File: config.mk
export PLATFORM = sky130hd
export DESIGN_NAME = bam_mul_scheduler
export DESIGN_NICKNAME = d
export VERILOG_FILES = /design/src/rtl/bam_mul_scheduler.sv
export SDC_FILE = /design/constraint.sdc
export NUM_CORES = 1
export LEC_CHECK = 0
export CORE_ASPECT_RATIO = 0.6
export CORE_MARGIN = 4
export CORE_UTILIZATION = 25
export CTS_CLUSTER_SIZE = 40
export DETAILED_ROUTE_END_ITERATION = 10
export PLACE_DENSITY = 0.56
export SLEW_MARGIN = 10
export SYNTH_ARGS = -nofsm -noshare
export SYNTH_HDL_FRONTEND = slang
export SYNTH_SLANG_ARGS = --single-unit
export TNS_END_PERCENT = 10
File: constraint.sdc
create_clock -name clk -period 10 [get_ports clk]
set_input_delay 2.5 -clock clk [delete_from_list [all_inputs] [get_ports clk]]
set_output_delay 2.5 -clock clk [all_outputs]
set_load 0.02 [all_outputs]
File: src/rtl/bam_mul_scheduler.sv
// rtl/bam_mul_scheduler.sv - round-robin scheduler sharing one 8x8 BAM (h=0, v=10) multiplier.
// Optional BAM_SCHED_EXACT_EN adds per-request req_exact selecting the full a*b product.
module bam_mul_scheduler #(
  parameter int NREQ = 4,
  parameter int IDW  = $clog2(NREQ)
) (
  input  logic              clk,
  input  logic              rst,
  input  logic [NREQ-1:0]   req_valid,
  output logic [NREQ-1:0]   req_ready,
  input  logic [NREQ*8-1:0] req_a,
  input  logic [NREQ*8-1:0] req_b,
`ifdef BAM_SCHED_EXACT_EN
  input  logic [NREQ-1:0]   req_exact,
`endif
  output logic              rsp_valid,
  input  logic              rsp_ready,
  output logic [IDW-1:0]    rsp_id,
  output logic [15:0]       rsp_p
);

  logic           op_v;
  logic [7:0]     op_a;
  logic [7:0]     op_b;
  logic [IDW-1:0] op_id;
  logic           op_x;
  logic [IDW-1:0] ptr;

  logic           res_ld;
  logic           op_free;
  logic           found;
  logic           hs;
  logic [IDW-1:0] win;
  logic [IDW-1:0] idx;
  logic [7:0]     sel_a;
  logic [7:0]     sel_b;
  logic           sel_x;
  logic [15:0]    bam_p;
  logic [15:0]    prod;

  assign res_ld  = op_v & (~rsp_valid | rsp_ready);
  assign op_free = ~op_v | res_ld;
  assign hs      = found & op_free & ~rst;

  // First valid requester at or after ptr, wrapping modulo NREQ.
  always_comb begin
    found = 1'b0;
    win   = '0;
    idx   = '0;
    for (int k = 0; k < NREQ; k++) begin
      idx = IDW'((int'(ptr) + k) % NREQ);
      if (!found && req_valid[idx]) begin
        found = 1'b1;
        win   = idx;
      end
    end
  end

  always_comb begin
    req_ready = '0;
    if (hs) req_ready[win] = 1'b1;
  end

  always_comb begin
    sel_a = '0;
    sel_b = '0;
    sel_x = 1'b0;
    for (int k = 0; k < NREQ; k++) begin
      if (win == IDW'(k)) begin
        sel_a = req_a[8*k +: 8];
        sel_b = req_b[8*k +: 8];
`ifdef BAM_SCHED_EXACT_EN
        sel_x = req_exact[k];
`endif
      end
    end
  end

  // Broken array: partial products in columns below 10 are never generated.
  always_comb begin
    bam_p = '0;
    for (int i = 0; i < 8; i++) begin
      for (int j = 0; j < 8; j++) begin
        if ((i + j) >= 10 && op_a[i] && op_b[j]) bam_p = bam_p + (16'd1 << (i + j));
      end
    end
  end

`ifdef BAM_SCHED_EXACT_EN
  assign prod = op_x ? ({8'd0, op_a} * {8'd0, op_b}) : bam_p;
`else
  assign prod = bam_p;
`endif

  always_ff @(posedge clk) begin
    if (rst) begin
      op_v      <= 1'b0;
      op_a      <= '0;
      op_b      <= '0;
      op_id     <= '0;
      op_x      <= 1'b0;
      ptr       <= '0;
      rsp_valid <= 1'b0;
      rsp_p     <= '0;
      rsp_id    <= '0;
    end else begin
      if (hs) begin
        op_v  <= 1'b1;
        op_a  <= sel_a;
        op_b  <= sel_b;
        op_id <= win;
        op_x  <= sel_x;
        ptr   <= (win == IDW'(NREQ - 1)) ? '0 : win + 1'b1;
      end else if (res_ld) begin
        op_v <= 1'b0;
      end
      if (res_ld) begin
        rsp_valid <= 1'b1;
        rsp_p     <= prod;
        rsp_id    <= op_id;
      end else if (rsp_ready) begin
        rsp_valid <= 1'b0;
      end
    end
  end

endmodule

# [Word level (Yosys, flattened, before mapping)]
# Index checks and enable logic that the tools add are counted.
[totals] ff_bits=40 inputBits=71 out_inout_bits=23 elab_cells=115
[op_classes] addsub=18 n_lt_le_gt_ge=6 n_eq_ne=3 mux=47 bitwise_logic=8 reduce_logical=25
[ops] operator="two-way mux 16 bit" count=14
[ops] operator="adder 16 x 11 -> 16 bit (second input constant)" count=4
[ops] operator="adder 16 x 12 -> 16 bit (second input constant)" count=4
[ops] operator="two-way mux 8 bit" count=8
[ops] operator="adder 16 x 13 -> 16 bit (second input constant)" count=3
[ops] operator="adder 16 x 14 -> 16 bit (second input constant)" count=2
[ops] operator="logical AND 1 bit" count=19
[ops] operator="adder 16 x 15 -> 16 bit (second input constant)" count=1
[ops] operator="less-than comparator 2 x 3 -> 1 bit (second input constant)" count=5
[ops] operator="two-way mux 1 bit" count=13
[ops] operator="two-way mux 11 bit" count=1
[ops] operator="two-way mux 2 bit" count=5
[ops] operator="binary-select mux 1 bit (select 2 bit)" count=4
[ops] operator="adder 2 x 1 -> 2 bit (second input constant)" count=2
[ops] operator="adder 2 bit (second input constant)" count=2
[ops] operator="equality test 2 bit (second input constant)" count=2
[ops] operator="two-way mux 4 bit" count=1
[ops] operator="nonzero test 2 bit" count=2
[ops] operator="AND 1 bit" count=3
[ops] operator="logical NOT 1 bit" count=3
[ops] operator="NOT 1 bit" count=3
[ops] operator="demux 1 bit (select 2 bit)" count=1
[ops] operator="equality test 2 x 1 -> 1 bit (second input constant)" count=1
[ops] operator=">= comparator 2 x 1 -> 1 bit (second input constant)" count=1
[ops] operator="other kinds (2)" count=3

# [Logic depth before layout (Yosys ltp)]
[logic_depth] word_depth=30 depth_mapped=38 mapped_depth_nobuf=36

# [Worst setup path before layout]
# No wires, ideal clock.
[synth_path] path_type="flip-flop to flip-flop" startpoint="reg op_b[6]" endpoint="reg rsp_p[15]" setup_ns=0.120 t_arrival_ns=7.275 required_time_ns=9.880 slack_ns=2.605 path_stages_with_launch=39 n_path_buf=2 path_cell_list="dfxtp_1 -> buf_2 -> buf_6 -> and2_1 -> ha_1 -> inv_1 -> fa_1 -> xnor2_1 -> a211oi_2 -> nor2_1 -> ha_1 -> nand3_1 -> xnor2_1 -> or3_4 -> and2_1 -> ha_1 -> nand2_1 -> xor2_2 -> [3 not listed] -> xnor3_1 -> xnor2_1 -> ha_1 -> nor2_1 -> a31oi_1 -> nand2_1 -> xnor2_2 -> xnor2_2 -> ha_1 -> nand3_1 -> xor2_1 -> xnor2_1 -> xnor2_1 -> xnor2_1 -> xnor2_1 -> xnor2_1 -> nor4_1 -> a211o_1"
[synth_via] elab_chain_cells=28
[synth_rtl] element="start, declared" line_no="24" rtl="logic [7:0] op_b;"
[synth_rtl] element="start signal, assigned" line_no="110" rtl="op_b <= sel_b;"
[synth_rtl] element="logical AND 1 bit" line_no="84" rtl="if ((i + j) >= 10 && op_a[i] && op_b[j]) bam_p = bam_p + (16'd1 << (i + j));"
[synth_rtl] element="two-way mux 16 bit" line_no="84"
[synth_rtl] element="adder 16 x 12 -> 16 bit" line_no="84"
[synth_rtl] element="two-way mux 16 bit" line_no="84"
[synth_rtl] element="adder 16 x 11 -> 16 bit" line_no="84"
[synth_rtl] element="two-way mux 16 bit" line_no="84"
[synth_rtl] element="adder 16 x 12 -> 16 bit" line_no="84"
[synth_rtl] element="two-way mux 16 bit" line_no="84"
[synth_rtl] element="[12 not listed]"
[synth_rtl] element="adder 16 x 12 -> 16 bit" line_no="84"
[synth_rtl] element="two-way mux 16 bit" line_no="84"
[synth_rtl] element="adder 16 x 13 -> 16 bit" line_no="84"
[synth_rtl] element="two-way mux 16 bit" line_no="84"
[synth_rtl] element="adder 16 x 14 -> 16 bit" line_no="84"
[synth_rtl] element="two-way mux 16 bit (*)" line_no="84"
[synth_rtl] element="adder 16 x 15 -> 16 bit" line_no="84"
[synth_rtl] element="two-way mux 16 bit (*)" line_no="84"
[synth_rtl] element="end signal, assigned" line_no="119" rtl="rsp_p <= prod;"
[synth_rtl] element="end, declared" line_no="19" rtl="output logic [15:0] rsp_p"
# Mark *: on every way between the ends. The rest lies on a longest branch, timed or not.
# A chain may end at the register's enable or synchronous reset.

# [Final worst setup path]
# Same ends and word-level chain as after synthesis.

==> summary.md <==
| Metric | Value |
|---|---|
| Status | finished, final reports clean |
| Post-CTS Hold Buffers | 0 |
| Clock Pin Slew Worst Setup and Hold Paths | 0.07 ns |
| Share of cells above drive strength 1 | 7.16% |
| Worst path arrival time | 8.89 ns |
| CTS tree | yes |
| Crit path time final | 8.73 ns |
| Initial antenna violation count | 0 |
| DRC violations left | 0 |
| Vias post-DR | 2776 |
| Via density | 4.68 |
| Total GRT Usage | 11.8% |
| GRT Residual Overflow | 0 |
| Worst path most repeated cell | xnor2_1 |
| Area Overhead vs Synth | 24.7% |
| Worst Setup Start Kind | flop |
| Leading area contributor after synthesis | dfxtp_1 |
| Starting Density | 25.9% |
| Input/output buffers | 59 |
| Yosys cell types | 75 |
| Most common cell after layout, fill and taps aside | clkdlybuf4s50_1 |
| Die Y | 92.2 um |
| Final Hold Viols | 0 |
| Critical path buffers and inverters | 1 |
| Final worst path period share | 87.3% |
| FF+latch count, synth | 24 |
| Drt pass-1 iters | 4 |
| Site Rows | 30 |
| Power per Cell Area | 100 nW/um^2 |
| Die Area | 13700 sq um |
| Leakage power | 0.00142 uW |
| RePlAce Congestion | 0.843 |
| Avg Inst Size Synth | 7.47 sq um |
| R2R Setup Slk | 1.27 ns |
| Unrepaired setup endpoints after global routing | no |
| Crit path kind | reg2reg |
| Final ANT Viol Nets | 0 |
| Reg2reg path depth | 36 |
| Root Buffer | clkbuf_16 |
| Hold EP | rsp_p[11] |
| Cell Area, Synth | 2950 sq um |
| Sink Count | 24 |
| Dpl hpwl | 6540 um |
| Share of the synthesized area in the top cell type | 16.3% |
| Clock latency on the worst-skew pair | 0.27 ns |
| Final setup viols | 0 |
| TritonCTS Buffers | 3 |
| Fmax | 115 MHz |
| PostCTS Resize Cnt | 0 |
| # IOs | 94 |
| Worst EP required | 10.16 ns |
| Hold crit path type | reg2reg |
| Setup Buffers After CTS | 0 |
| CP Capture Type | flop |
| Tightest Pin Transition | 1.01 ns |
| Post-synth EDFFs | 0 |
| Top delay family on crit path | XOR/XNOR gates |
| Final Max Slew Viols | 0 |
| Top FF cell, synth | dfxtp_1 |
| Most frequent cells in the layout | clkdlybuf4s50_1 (59), nand2_1 (51), nor2_1 (48) |
| Placed inst area | 3570 sq um |
| Antenna cells | 0 |
| CP max stage delay | 0.73 ns |
| Slew headroom | 32.6% |
| Synth Warn # | 0 |
| Peak VDD IR | 57.4 uV |
| HP Start | rsp_p[11] |
| Core box area | 11400 sq um |
| Hold path cells | 2 |
| DRT iter0 DRCs | 100 |
| FFs w/ async S/R, synth | 0% |
| Setup TNS | 0 ns |
| Reg-to-reg critical path endpoint | rsp_p[15] |
| CP max stage cell | dfxtp_1 |
| Final non-filler cell area | 3680 sq um |
| Post-Syn Instances | 395 |
| Final nets | 522 |
| Vias in the first global route | 2665 |
| Die width | 148 um |
| Crit Path Max Fanout | 15 |
| Largest net degree at the start of global routing | 29 |
| Routed wire length | 8070 um |
| WL/cell | 13.6 um |
| # Max-Cap Violations | 0 |
| Post-synthesis sequential area ratio | 16.3% |
| Post-route core utilization | 32.2% |
| Clock tree buffer depth | 2 |
| H-tree levels | 1 |
| First-pass GRT wire length | 13400 um |
| Skew final | 0.00675 ns |
| Synth area leaders | dfxtp_1 (16%), ha_1 (6.8%), nand2_1 (6.5%), nor2_1 (6.1%), xnor2_1 (5.0%) |
| Reg-to-reg startpoint | op_b[6] |
-- synthesized netlist by cell type, types with 3 or more instances --
library cell	n
nor3b_1	4
nand4_1	3
o211ai_1	10
a211oi_1	7
nor2_1	48
a22oi_1	5
buf_4	15
o22ai_1	5
dfxtp_1	24
xnor2_1	17
o21ai_0	17
nand3_1	8
xor2_1	4
and3_1	7
and2_1	13
inv_1	11
nor4_1	5
a21o_1	3
nor2b_1	3
nand2b_1	3
ha_1	16
buf_2	6
xnor2_2	3
clkbuf_1	11
a21oi_1	28
mux2i_1	5
o21a_1	3
nand2_1	51
-- stage by stage --
step | hold WS (ns) | total power [uW] | instances | setup slack [ns]
final | 0.459 | 370 | 593 | 1.27
after global routing | 0.487 | 394 | 593 | 0.542
after detailed placement | 0.448 | 254 | 589 | 1.35
after global placement | 0.450 | 250 | 589 | 1.49
after floorplan | 0.427 | 214 | 404 | 2.61
after CTS | 0.460 | 372 | 593 | 1.27
-- cell families after synthesis --
group / count (synthesis) / synth area share, %
adder cells (fa/ha/maj): 18 / 7.84
multiplexers: 9 / 3.48
AO/OA/AOI/OAI: 103 / 23.8
other: 1 / 0.127
XOR/XNOR: 28 / 11.1
flip-flops: 24 / 16.3
buffers and inverters: 46 / 8.65
AND/OR/NAND/NOR: 166 / 28.7
-- power breakdown --
part / leakage [uW] / switching (uW) / internal [uW]
logic: 0.00117 / 73.3 / 60.7
registers: 0.000198 / 13.7 / 104
clock network: 0.0000511 / 37.9 / 79.8
-- metal layers --
metal / GRT usage [%] / routed length [um] / part of all wire [%] / up-vias
met4: 0.692 / 8 / 0.099 / 0
met1: 18.6 / 4570 / 57 / 1282
met5: 0 / 0 / 0 / -
met3: 2.67 / 271 / 3.4 / 2
met2: 16.6 / 3220 / 40 / 31
li1: - / - / - / 1461
-- how the worst max path moves through the flow --
stage	depth (start not counted)	end	start	slack [ns]
final	36	rsp_p[15]	op_b[6]	1.27
after CTS	36	rsp_p[15]	op_b[6]	1.27
after detailed placement	36	rsp_p[15]	op_b[6]	1.35
after floorplan	38	rsp_p[15]	op_b[6]	2.61
after global routing	36	rsp_p[15]	op_b[6]	0.54
after global placement	36	rsp_p[15]	op_b[6]	1.49
-- sequential cells by signal, indices dropped and copies added, names as in the netlist --
register / count
rsp_id: 2
op_b: 5
rsp_p: 6
ptr: 2
op_a: 5
op_id: 2
op_v: 1
rsp_valid: 1
-- final cells by class --
type / count / area, sq um
multi-input combinational: 334 / 2250
timing repair buffer: 60 / 598
clock buffer: 3 / 75.1
sequential: 24 / 480
fill: 1214 / 7730
inverter: 11 / 41.3
tap: 160 / 200
clock inverter: 1 / 30.0
-- worst reg2reg max path, delay by kind of cell (launching register included) --
kind | cells | cell delay, ns
adder cells (fa/ha/maj) | 7 | 1.84
AO/OA/AOI/OAI | 3 | 1.09
buffers and inverters | 1 | 0.10
AND/OR/NAND/NOR | 11 | 1.75
flip-flops | 1 | 0.73
XOR/XNOR | 14 | 3.12
Power figures use the tool's default switching activity.
